### config.mk
export PLATFORM = sky130hd
export DESIGN_NAME = cl_fsb_cfg_initiator
export DESIGN_NICKNAME = d
export VERILOG_FILES = /design/src/rtl/cl_fsb_cfg_initiator.sv
export SDC_FILE = /design/constraint.sdc
export NUM_CORES = 1
export LEC_CHECK = 0
export CAP_MARGIN = 0
export CORE_MARGIN = 2
export CORE_UTILIZATION = 65
export DETAILED_ROUTE_END_ITERATION = 6
export DONT_BUFFER_PORTS = 1
export GPL_TIMING_DRIVEN = 0
export HOLD_SLACK_MARGIN = 0.02
export MAX_ROUTING_LAYER = met4
export PLACE_DENSITY = 0.9
export REMOVE_ABC_BUFFERS = 1
export SLEW_MARGIN = 20
export SYNTH_ARGS = -nofsm -noshare
export SYNTH_HDL_FRONTEND = slang
export SYNTH_SLANG_ARGS = --single-unit
### constraint.sdc
create_clock -name clk_main_a0 -period 3.6 [get_ports clk_main_a0]
set_input_delay 0.9 -clock clk_main_a0 [delete_from_list [all_inputs] [get_ports clk_main_a0]]
set_output_delay 0.9 -clock clk_main_a0 [all_outputs]
set_load 0.02 [all_outputs]
### src/rtl/cl_fsb_cfg_initiator.sv
// cl_fsb_cfg_initiator: AXI4-Lite (OCL) to cfg-bus initiator bridge.
// Build option: define CFG_INIT_TIMEOUT_EN for cfg_ack timeout with SLVERR.
module cl_fsb_cfg_initiator #(
    parameter int          TIMEOUT_CYCLES = 256,
    parameter logic [31:0] ERR_RDATA      = 32'hDEAD_DEAD
) (
    input  logic        clk_main_a0,
    input  logic        rst_main_n,
    input  logic        s_awvalid,
    input  logic [31:0] s_awaddr,
    output logic        s_awready,
    input  logic        s_wvalid,
    input  logic [31:0] s_wdata,
    input  logic [3:0]  s_wstrb,
    output logic        s_wready,
    output logic        s_bvalid,
    output logic [1:0]  s_bresp,
    input  logic        s_bready,
    input  logic        s_arvalid,
    input  logic [31:0] s_araddr,
    output logic        s_arready,
    output logic        s_rvalid,
    output logic [31:0] s_rdata,
    output logic [1:0]  s_rresp,
    input  logic        s_rready,
    output logic [31:0] cfg_addr,
    output logic [31:0] cfg_wdata,
    output logic        cfg_wr,
    output logic        cfg_rd,
    input  logic        cfg_ack,
    input  logic [31:0] cfg_rdata
);

    typedef enum logic [2:0] {
        IDLE,
        WR_REQ,
        RD_REQ,
        WR_RESP,
        RD_RESP
    } state_t;

    localparam logic       RR_READ  = 1'b0;
    localparam logic       RR_WRITE = 1'b1;
    localparam logic [1:0] OKAY     = 2'b00;
    localparam logic [1:0] SLVERR   = 2'b10;

    state_t      state;
    logic        aw_held;
    logic        w_held;
    logic [31:0] awaddr_q;
    logic [31:0] wdata_q;
    logic        rr_last;

    logic        idle;
    logic        wr_rdy;
    logic        rd_rdy;
    logic        grant_wr;
    logic        grant_rd;
    logic        req_err;
    logic        req_done;
    logic        unused_ok;

    assign idle      = (state == IDLE);
    assign s_awready = idle & ~aw_held;
    assign s_wready  = idle & ~w_held;

    // Write needs both halves registered; a read only needs AR present.
    assign wr_rdy   = aw_held & w_held;
    assign rd_rdy   = s_arvalid;
    assign grant_wr = idle & wr_rdy & (~rd_rdy | (rr_last == RR_READ));
    assign grant_rd = idle & rd_rdy & ~grant_wr;

    // AR is only accepted in the cycle the read wins arbitration.
    assign s_arready = grant_rd;

`ifdef CFG_INIT_TIMEOUT_EN
    localparam logic [15:0] TMO_LAST = 16'(TIMEOUT_CYCLES - 1);

    logic [15:0] tmo_cnt;

    assign req_err   = ~cfg_ack & (tmo_cnt == TMO_LAST);
    assign unused_ok = ^s_wstrb;

    // Count request cycles without ack; restarts on every grant.
    always_ff @(posedge clk_main_a0 or negedge rst_main_n) begin
        if (!rst_main_n) begin
            tmo_cnt <= '0;
        end else if (grant_wr | grant_rd) begin
            tmo_cnt <= '0;
        end else if ((state == WR_REQ || state == RD_REQ) && !cfg_ack) begin
            tmo_cnt <= tmo_cnt + 16'd1;
        end
    end
`else
    assign req_err   = 1'b0;
    assign unused_ok = ^{s_wstrb, TIMEOUT_CYCLES};
`endif

    // Ack always wins over a simultaneous terminal count.
    assign req_done = cfg_ack | req_err;

    // Host capture, arbitration and cfg request/response sequencing.
    always_ff @(posedge clk_main_a0 or negedge rst_main_n) begin
        if (!rst_main_n) begin
            state     <= IDLE;
            aw_held   <= 1'b0;
            w_held    <= 1'b0;
            awaddr_q  <= '0;
            wdata_q   <= '0;
            rr_last   <= RR_READ;
            cfg_addr  <= '0;
            cfg_wdata <= '0;
            cfg_wr    <= 1'b0;
            cfg_rd    <= 1'b0;
            s_bvalid  <= 1'b0;
            s_bresp   <= OKAY;
            s_rvalid  <= 1'b0;
            s_rdata   <= '0;
            s_rresp   <= OKAY;
        end else begin
            if (s_awvalid && s_awready) begin
                aw_held  <= 1'b1;
                awaddr_q <= s_awaddr;
            end
            if (s_wvalid && s_wready) begin
                w_held  <= 1'b1;
                wdata_q <= s_wdata;
            end
            unique case (state)
                IDLE: begin
                    if (grant_wr) begin
                        cfg_addr  <= awaddr_q;
                        cfg_wdata <= wdata_q;
                        cfg_wr    <= 1'b1;
                        state     <= WR_REQ;
                    end else if (grant_rd) begin
                        cfg_addr <= s_araddr;
                        cfg_rd   <= 1'b1;
                        state    <= RD_REQ;
                    end
                end
                WR_REQ: begin
                    if (req_done) begin
                        cfg_wr   <= 1'b0;
                        s_bvalid <= 1'b1;
                        s_bresp  <= cfg_ack ? OKAY : SLVERR;
                        state    <= WR_RESP;
                    end
                end
                RD_REQ: begin
                    if (req_done) begin
                        cfg_rd   <= 1'b0;
                        s_rvalid <= 1'b1;
                        s_rresp  <= cfg_ack ? OKAY : SLVERR;
                        s_rdata  <= cfg_ack ? cfg_rdata : ERR_RDATA;
                        state    <= RD_RESP;
                    end
                end
                WR_RESP: begin
                    if (s_bready) begin
                        s_bvalid <= 1'b0;
                        aw_held  <= 1'b0;
                        w_held   <= 1'b0;
                        rr_last  <= RR_WRITE;
                        state    <= IDLE;
                    end
                end
                RD_RESP: begin
                    if (s_rready) begin
                        s_rvalid <= 1'b0;
                        rr_last  <= RR_READ;
                        state    <= IDLE;
                    end
                end
                default: begin
                    state <= IDLE;
                end
            endcase
        end
    end

endmodule

Word level (Yosys, flattened, before mapping) --
Cells that the tools add are included.
Word-level totals: input bits 140, output and inout bits 107, bits in registers 170
Operators by class: equal/unequal tests 12, multiplexer cells 28, reductions and logical operators 18, bitwise operators 13
Operators with widths (number):
- 32-bit 2-to-1 mux | 2
- 3-bit 2-to-1 mux | 6
- 3-bit one-hot mux with 5 select lines | 1
- 1-bit 2-to-1 mux | 14
- 2-bit inequality test (second input constant) | 6
- 3-bit AND reduction | 4
- 2-bit nonzero test | 6
- 1-bit one-hot mux with 2 select lines | 5
- 1-bit AND | 7
- 3-bit by 2-bit equality test with 1-bit output (second input constant) | 2
- 2-bit AND reduction | 3
- 1-bit inverter | 5
- 5-bit AND reduction | 1
- 4-bit AND reduction | 1
- 3-bit by 1-bit equality test with 1-bit output (second input constant) | 1
- 3-bit equality test (second input constant) | 1
- 3-bit zero test | 1
- 3-bit by 2-bit inequality test with 1-bit output (second input constant) | 1
- 1-bit logical AND | 2
- 2-bit by 1-bit inequality test with 1-bit output (second input constant) | 1
- 1-bit OR | 1

Longest topological paths before layout --
Gate-level depths: netlist (run 1).
word-level depth 8, gate-level depth with buffers 6, depth with buffers taken out 4

Worst setup path after synthesis (run 1) --
OpenSTA, ideal clock, no wires.
path kind input -> output, start point in s_arvalid, end point out s_arready, cell stages on the path 3, data required time 2700 ps, arrival 1485 ps, path slack 1215 ps, cell sequence nand2_1 and3_1 nor2_1
On the way: word-level cells in the longest chain between the ends 5, elaborated cells between the ends (all ways) 6, those cells by class bitwise: 6
RTL lines:
- start, declared | line 19 | input logic s_arvalid,
- 1-bit inverter | line 70 | assign grant_wr = idle & wr_rdy & (~rd_rdy | (rr_last == RR_READ));
- 1-bit OR | line 70
- 1-bit AND | line 70
- 1-bit inverter | line 71 | assign grant_rd = idle & rd_rdy & ~grant_wr;
- 1-bit AND * | line 71
- end, declared | line 21 | output logic s_arready,
Mark *: on every way between the ends. The rest lies on a longest branch, timed or not.

Worst setup path after layout (run 1) --
start point reg state[0], end point out s_wready
On the way: word-level cells in the longest chain between the ends 2
RTL lines:
- start, declared | line 47 | state_t state;
- start signal, assigned | line 105 | state <= IDLE;
- start signal, assigned | line 135 | state <= WR_REQ;
- start signal, assigned | line 139 | state <= RD_REQ;
- 3-bit zero test | line 63 | assign idle = (state == IDLE);
- 1-bit AND | line 65 | assign s_wready = idle & ~w_held;
- end, declared | line 15 | output logic s_wready,
Every way passes these cells.

==> results.txt, run 1 <==
----------------------------------------------------
[Status]
  Run status ... finished, final reports clean

[Die]
  Width of the die ... 106.2 µm
  DIE AREA ... 11270 µm²
  Starting density of the core ... 66.31%
  Die height ... 106.2 µm
  Number of I/O pins ... 247
  Site row count ... 37
  Core region area ... 10230 µm²

[Layout]
  Area growth from synthesis to layout ... 9.720%
  Total area of multi-input combinational cells ... 2361 µm²
  Most common cell after layout, fill and taps aside ... dfrtp_1
  Fill cell instance count of the final layout ... 657
  Number of antenna repair diodes ... 0
  Total number of nets in the final design ... 620
  Core Util, Final ... 72.75%
  Highest-count cells in the layout ignoring fill and taps ... 170 x dfrtp_1, 99 x mux2_2, 44 x nand2_1, 33 x o21ai_1, 33 x mux2i_1
  Final cell count without fillers ... 629
  Proportion of layout cells with a drive suffix above 1 ... 29.01%
  Storage element area ... 4254 µm²

[Clock tree]
  Clk pin slew, worst setup/hold paths ... 70 ps
  Buffer levels on the longest clock path ... 2
  Post-CTS sizing ... 0
  TritonCTS buffer count ... 17
  Clock latency on the worst-skew pair ... 510 ps
  CTS tree ... built
  Hold_buf cts ... 0
  Post CTS Setup Buffer Count ... 0
  Sinks on Clock Net ... 170
  CTS H-tree depth ... 4
  Root buffer cell ... clkbuf_8

[Power and ir drop]
  Leakage power summed over all cells ... 3.479 nW
  Power Total ... 7.612 mW
  Power per Cell Area ... 1023 nW/µm²
  Peak VDD IR ... 0.0005877 V

[Worst setup path]
  Maximum net fanout on the critical path ... 12
  Critical Path Source Type ... register
  Cell family with the largest share of critical-path delay ... simple AND/OR/NAND/NOR gates
  Critical path, cell by cell ... nor4_1
  Arrival time of the worst setup path ... 1980 ps
  Peak per-stage delay on the critical path ... 920 ps
  Crit path max-delay cell type ... nor4_1
  Count of buffering cells on the critical path with inverters included ... 0
  Critical path class ... reg -> out
  Capturing element type of the critical path ... output pin
  Data required time of the critical path ... 2700 ps

[Global route]
  Global-route wire length before repair ... 20800 µm
  Largest net degree at the start of global routing ... 171
  Antenna violations before repair ... 0
  Gr usage total ... 24.82%
  Via count of the first global-routing pass ... 4082
  Remaining Overflow, GRT ... 0

[Yosys]
  Number of warnings printed during yosys synthesis ... 0
  Share of the synthesized netlist area taken by xor and xnor gates ... 0%
  Fraction of synthesized area in multiplexers ... 26.28%
  Compound-Gate Fraction of Synth Area ... 4.002%
  Most common flop cell mapped by yosys ... dfrtp_1
  Portion of the post-synthesis area used by sequential elements ... 62.71%
  Adder-cell share of the synthesized area ... 0%
  Share of synthesized flip-flops with an asynchronous set or reset ... 100.0%
  Gate count of the mapped netlist ... 478
  #FFs+latches synth ... 170
  Avg Inst Size Synth ... 14.19 µm²
  Cell area after synthesis ... 6784 µm²
  Dominant combinational cell family by area after synthesis ... multiplexers
  Post-synth cell types ... 29
  Simple-gate share of the synthesized area ... 4.260%
  EDFF count, synth ... 0

[Routing]
  First drt pass iteration count ... 4
  Post-detailed-route wirelength per cell ... 20.66 µm
  Sum of routed wire length over all layers ... 13000 µm
  Detailed router's first-iteration violation count ... 185
  Average via count per standard cell ... 5.995
  Detail Route Antenna Nets ... 0
  Via Count ... 3771
  Number of design rule violations left after detail routing ... 0

[STA]
  Pin slew with the least headroom to its limit ... 991.4 ps
  Tmin final ... 2878 ps
  Setup TNS ... 0 ps
  Fin Hold WS ... 74.76 ps
  Final hold violations ... 0
  Worst-case clock skew ... 7.629 ps
  Period Utilization, post-route ... 79.94%
  Relative max-transition margin ... 33.29%
  Count of endpoints failing setup in the final report ... 0
  Final Max Tran Viols ... 0
  RSZ-0062 raised after global routing ... no
  Max Clock Freq ... 0.3475 GHz

[Placement]
  Final RePlAce weighted congestion ... 0.8585
  Count of input and output buffers ... 0
  Number of instances in the placed design ... 597
  Post-detailed-placement half-perimeter wirelength ... 9291 µm

[Run]
  Max cap viols ... 0

[Worst hold path]
  Worst hold-check path type ... in -> async

----------------------------------------------------
==> power by group <==
group / leakage, nW / switching (mW) / total (mW) / internal [mW]
clock network: 0.251 / 0.744 / 1.61 / 0.871
logic: 1.18 / 0.776 / 1.77 / 0.996
registers: 2.04 / 1.36 / 4.23 / 2.87
total: 3.48 / 2.88 / 7.61 / 4.73
==> state kept, by name, indices dropped and copies added (netlist names) <==
register   count
awaddr_q      32
s_bvalid       1
cfg_addr      32
cfg_rd         1
wdata_q       32
state          3
cfg_wr         1
s_rvalid       1
rr_last        1
aw_held        1
s_rdata       32
cfg_wdata     32
w_held         1
==> stage by stage <==
step                      instance area, µm²  setup slack [ps]
after global placement                  6787             -2000
final                                   7443             722.1
after floorplan                         6616            -794.5
after CTS                               7443             720.1
after detailed placement                6918              1021
after global routing                    7443             667.2
==> kinds of logic (layout without fill, tap and decap cells) <==
family	Yosys count	count (layout)
flip-flops	170	170
multiplexers	162	162
AND/OR/NAND/NOR	62	62
AO/OA/AOI/OAI	52	52
buffers and inverters	31	43
other	1	4
==> area by class of cell <==
| type | count | share of cell area [%] |
|---|---|---|
| clock buffers | 19 | 5.799 |
| flip-flops and latches | 170 | 57.15 |
| clock inverters | 13 | 1.261 |
| repair buffers | 10 | 1.731 |
| inverters | 1 | 0.05043 |
| multi-input cells | 280 | 31.72 |
| well taps | 136 | 2.286 |
==> metal layers <==
| layer | global-route usage [%] | share of wire [%] | vias to the layer above |
|---|---|---|---|
| met5 | - | 0 | - |
| met4 | 10.34 | 2.3 | 0 |
| met3 | 7.725 | 8.0 | 28 |
| met2 | 39.47 | 51 | 177 |
| met1 | 29.67 | 39 | 1897 |
| li1 | - | - | 1669 |
==> cell usage after synthesis, types with 4 or more instances <==
library cell / instances / area, µm²
mux2_2: 99 / 1115
buf_4: 12 / 90.09
clkbuf_1: 4 / 15.01
mux2i_1: 33 / 330.3
a21oi_1: 9 / 45.04
o21ai_0: 7 / 35.03
mux2_1: 30 / 337.8
nand2_1: 44 / 165.2
dfrtp_1: 170 / 4254
nor2_1: 4 / 15.01
buf_2: 11 / 55.05
o21ai_1: 33 / 165.2
==> path summary, 6_finish.rpt <==
| kind | startpoint | endpoint | cells past startpoint | slack (ps) |
|---|---|---|---|---|
| worst min register to register | wdata_q[0]$_DFFE_PN0P_ | cfg_wdata[0]$_DFFE_PN0P_ | 1 | 480 |
| min in group clk_main_a0 | wdata_q[0]$_DFFE_PN0P_ | cfg_wdata[0]$_DFFE_PN0P_ | 1 | 480 |
| worst max register to register | state[0]$_DFFE_PN0P_ | cfg_addr[12]$_DFFE_PN0P_ | 6 | 1020 |
| worst min-delay path | rst_main_n | cfg_addr[29]$_DFFE_PN0P_ | 0 | 70 |
| max in group asynchronous | rst_main_n | cfg_wdata[13]$_DFFE_PN0P_ | 0 | 3340 |
| worst max-delay path | state[0]$_DFFE_PN0P_ | s_wready | 1 | 720 |
Note: power is estimated with default switching activity, not from simulation.
==> inputs of run 2 (changes only) <==
Settings changed: CORE_UTILIZATION 65 to 57, PLACE_DENSITY 0.9 to 0.84.
Clock period 3.6 ns to 2.6 ns, I/O delays scaled along.
==> run 2 against run 1 <==
Effect of this change:
- the flow now finishes with violations (DRC, hold timing)
- via count grew 0.69%
- flip-flop and latch count unchanged
- sequential share of layout area shrank 0.76 points
- worst setup slack lost 660 ps
- sequential power rose by 39%
- design area up 1.3%
- hold slack worse by 140 ps
- clock skew is 1.8 ps lower
- combinational power is 41% higher
- routed wire length up 5.0%
- global-route usage shrank 2.2 points
- core utilization is 7.2 points lower
- largest power group unchanged
- highest routed layer unchanged
==> results.txt, run 2 (synthesis gave the netlist of run 1 again) <==
----------------------------------------------------
[Status]
  Run status ... finished, violations left
  Violations in the final reports ... DRC, hold timing

[Die]
  Site row count ... 39 (+5.4%)
  Starting density of the core ... 58.91% (-7.4 points)
  Width of the die ... 113.1 µm (+6.5%)
  Core region area ... 11520 µm² (+13%)
  Die height ... 113.1 µm (+6.5%)
  DIE AREA ... 12790 µm² (+13%)
  Number of I/O pins ... 247 (unchanged)

[Layout]
  Highest-count cells in the layout ignoring fill and taps ... 170 x dfrtp_1, 99 x mux2_2, 44 x nand2_1, 33 x o21ai_1, 33 x mux2i_1
  Total number of nets in the final design ... 621 (+0.16%)
  Proportion of layout cells with a drive suffix above 1 ... 29.35% (+0.35 points)
  Area growth from synthesis to layout ... 11.20%
  Finished layout cell area ... 7543 µm² (+1.3%)
  Number of antenna repair diodes ... 0 (unchanged)
  Final cell count without fillers ... 637 (+1.3%)
  Most common cell after layout, fill and taps aside ... dfrtp_1

[Power and ir drop]
  Power Total ... 10.85 mW (+43%)
  Leakage power summed over all cells ... 3.524 nW (+1.3%)
  Internal power summed over all cells ... 6.838 mW (+44%)
  Peak VDD IR ... 0.0008486 V (+44%)
  Register share of total power ... 54.0% (-1.5 points)
  Power per Cell Area ... 1439 nW/µm² (+41%)
  Switch share ... 37.00% (-0.84 points)
  Gate power share ... 23.0% (-0.3 points)
  Net Sw Power ... 4.016 mW (+39%)
  Clock Power Share ... 23.0% (+1.8 points)

[Global route]
  Remaining Overflow, GRT ... 0 (unchanged)
  Global-route wire length before repair ... 21730 µm (+4.4%)
  Largest net degree at the start of global routing ... 171 (unchanged)
  Antenna violations before repair ... 0 (unchanged)
  Via count of the first global-routing pass ... 4129 (+1.2%)
  Gr usage total ... 22.64% (-2.2 points)

[STA]
  Count of endpoints failing setup in the final report ... 0 (unchanged)
  Final hold violations ... 170 (+170)
  Relative max-transition margin ... 33.90% (+0.61 points)
  RSZ-0062 raised after global routing ... no
  Period Utilization, post-route ... 97.51%
  Tmin final ... 2535 ps
  Fin Hold WS ... -69.23 ps (-144.0 ps)
  Pin slew with the least headroom to its limit ... 982.4 ps (-9.049 ps)
  Smallest setup slack after layout ... 64.64 ps (-657.4 ps)
  Worst-case clock skew ... 5.843 ps (-1.786 ps)
  Setup TNS ... 0 ps (unchanged)
  Final Max Tran Viols ... 0 (unchanged)
  Max Clock Freq ... 0.3944 GHz

[Routing]
  Sum of routed wire length over all layers ... 13650 µm (+5.0%)
  Detail Route Antenna Nets ... 0 (unchanged)
  Average via count per standard cell ... 5.961 (-0.58%)
  Detailed router's first-iteration violation count ... 266 (+44%)
  First drt pass iteration count ... 7 (+3)
  Number of design rule violations left after detail routing ... 16 (+16)
  Post-detailed-route wirelength per cell ... 21.43 µm (+3.7%)
  Via Count ... 3797 (+0.69%)

[Placement]
  Final RePlAce weighted congestion ... 0.8282 (-3.5%)
  Count of input and output buffers ... 0 (unchanged)
  Setup Slack @ Placement ... 310.4 ps (-710.7 ps)
  Number of instances in the placed design ... 605 (+1.3%)
  Post-detailed-placement half-perimeter wirelength ... 9689 µm (+4.3%)
  Placement-stage cell area ... 6949 µm² (+0.45%)

[Worst setup path]
  Maximum net fanout on the critical path ... 12 (unchanged)
  Crit path max-delay cell type ... nor4_1
  Cell family with the largest share of critical-path delay ... simple AND/OR/NAND/NOR gates
  Count of buffering cells on the critical path with inverters included ... 0 (unchanged)
  Peak per-stage delay on the critical path ... 910 ps (about the same)
  Critical Path Source Type ... register
  Critical path, cell by cell ... nor4_1
  Data required time of the critical path ... 1950 ps (-750 ps)
  Critical path class ... reg -> out
  Capturing element type of the critical path ... output pin
  Arrival time of the worst setup path ... 1890 ps (-90 ps)

[Clock tree]
  Sinks on Clock Net ... 170 (unchanged)
  CTS H-tree depth ... 4 (unchanged)
  Post-CTS sizing ... 0 (unchanged)
  Clk pin slew, worst setup/hold paths ... 60 ps (about the same)
  CTS tree ... built
  Clock latency on the worst-skew pair ... 410 ps (-100 ps)
  TritonCTS buffer count ... 17 (unchanged)
  Buffer levels on the longest clock path ... 2 (unchanged)
  Root buffer cell ... clkbuf_16
  Post CTS Setup Buffer Count ... 0 (unchanged)

[Worst hold path]
  Worst hold-check path type ... in -> async

[Run]
  Max cap viols ... 0 (unchanged)

----------------------------------------------------
[run 2: changes by cell type in the layout (fill, tap and decap cells not counted)]
cell	previous run	this run
buf_8	2	3
buf_12	1	0
clkbuf_16	16	17
clkbuf_1	1	0
inv_6	4	2
bufinv_16	0	2
clkinvlp_4	4	3
clkinv_2	4	3
buf_16	0	1
clkinv_4	1	3
[run 2: area by class of cell]
cell class                      count  area, µm²
Clock buffer                       19      452.9
Inverter                            1      3.754
Timing Repair Buffer               11      151.4
Multi-Input combinational cell    280       2361
Sequential cell                   170       4254
Tap cell                          143      178.9
Fill cell                         814       3973
Clock inverter                     13      141.4
[run 2: worst register-to-register path, delay by kind of cell, from the launching register on]
| kind | cells | cell delay (ps) |
|---|---|---|
| flip-flops | 1 | 630 |
| multiplexers | 1 | 440 |
| AND/OR/NAND/NOR | 3 | 1170 |
[run 2: path summary, 6_finish.rpt]
path,startpoint,endpoint,slack (ps),cells past startpoint
worst max-delay path,state[0]$_DFFE_PN0P_,s_wready,60,1
worst min-delay path,rst_main_n,cfg_wdata[0]$_DFFE_PN0P_,-70,0
worst max register to register,state[1]$_DFFE_PN0P_,s_rdata[9]$_DFFE_PN0P_,260,4
worst min register to register,wdata_q[4]$_DFFE_PN0P_,cfg_wdata[4]$_DFFE_PN0P_,480,1
max in group asynchronous,rst_main_n,cfg_addr[22]$_DFFE_PN0P_,2450,0
min in group clk_main_a0,cfg_rdata[31],s_rdata[31]$_DFFE_PN0P_,380,1
[run 2: per-stage QoR]
stage,utilization [%],hold slack (ps)
CTS,65.50,-90.01
floorplan,-,354.4
global placement,59.01,358.7
finish,65.50,-69.23
detailed placement,60.34,358.1
global route,65.50,-96.56
[run 2: routing by layer]
layer | up-vias | share of wire (%) | global-route usage (%)
li1 | 1677 | - | -
met1 | 1931 | 38 | 26.99
met2 | 174 | 52 | 36.65
met3 | 15 | 9.4 | 7.981
met4 | 0 | 1.3 | 6.748
met5 | - | 0 | -
[run 2: power by group through the flow]
stage | logic (mW) | registers, mW | clock network (mW)
2_1_floorplan | 2.05 | 5.55 | 0
3_3_place_gp | 2.30 | 5.80 | 0
3_5_place_dp | 2.51 | 5.89 | 0
4_1_cts | 2.53 | 5.86 | 2.54
5_1_grt | 2.79 | 6.00 | 2.65
6_report | 2.50 | 5.86 | 2.50
==> inputs of run 3 (changes only) <==
Settings changed: CORE_UTILIZATION 57 to 65, PLACE_DENSITY 0.84 to 0.9.
Clock period 2.6 ns to 3.25 ns, I/O delays scaled along.
==> results of run 3 <==
The final DEF is identical to that of run 1. Status: finished, violations left: hold timing.
Among the figures that moved: setup slack after placement 1021 ps -> 683.8 ps; setup slack after layout 722.1 ps -> 459.6 ps; hold slack 74.76 ps -> -12.74 ps; number of hold violations in the final report 0 -> 21; register-to-register setup slack 1020 ps -> 670 ps; total power 7.612 mW -> 8.432 mW; worst IR drop on VDD 0.0005877 V -> 0.0006509 V
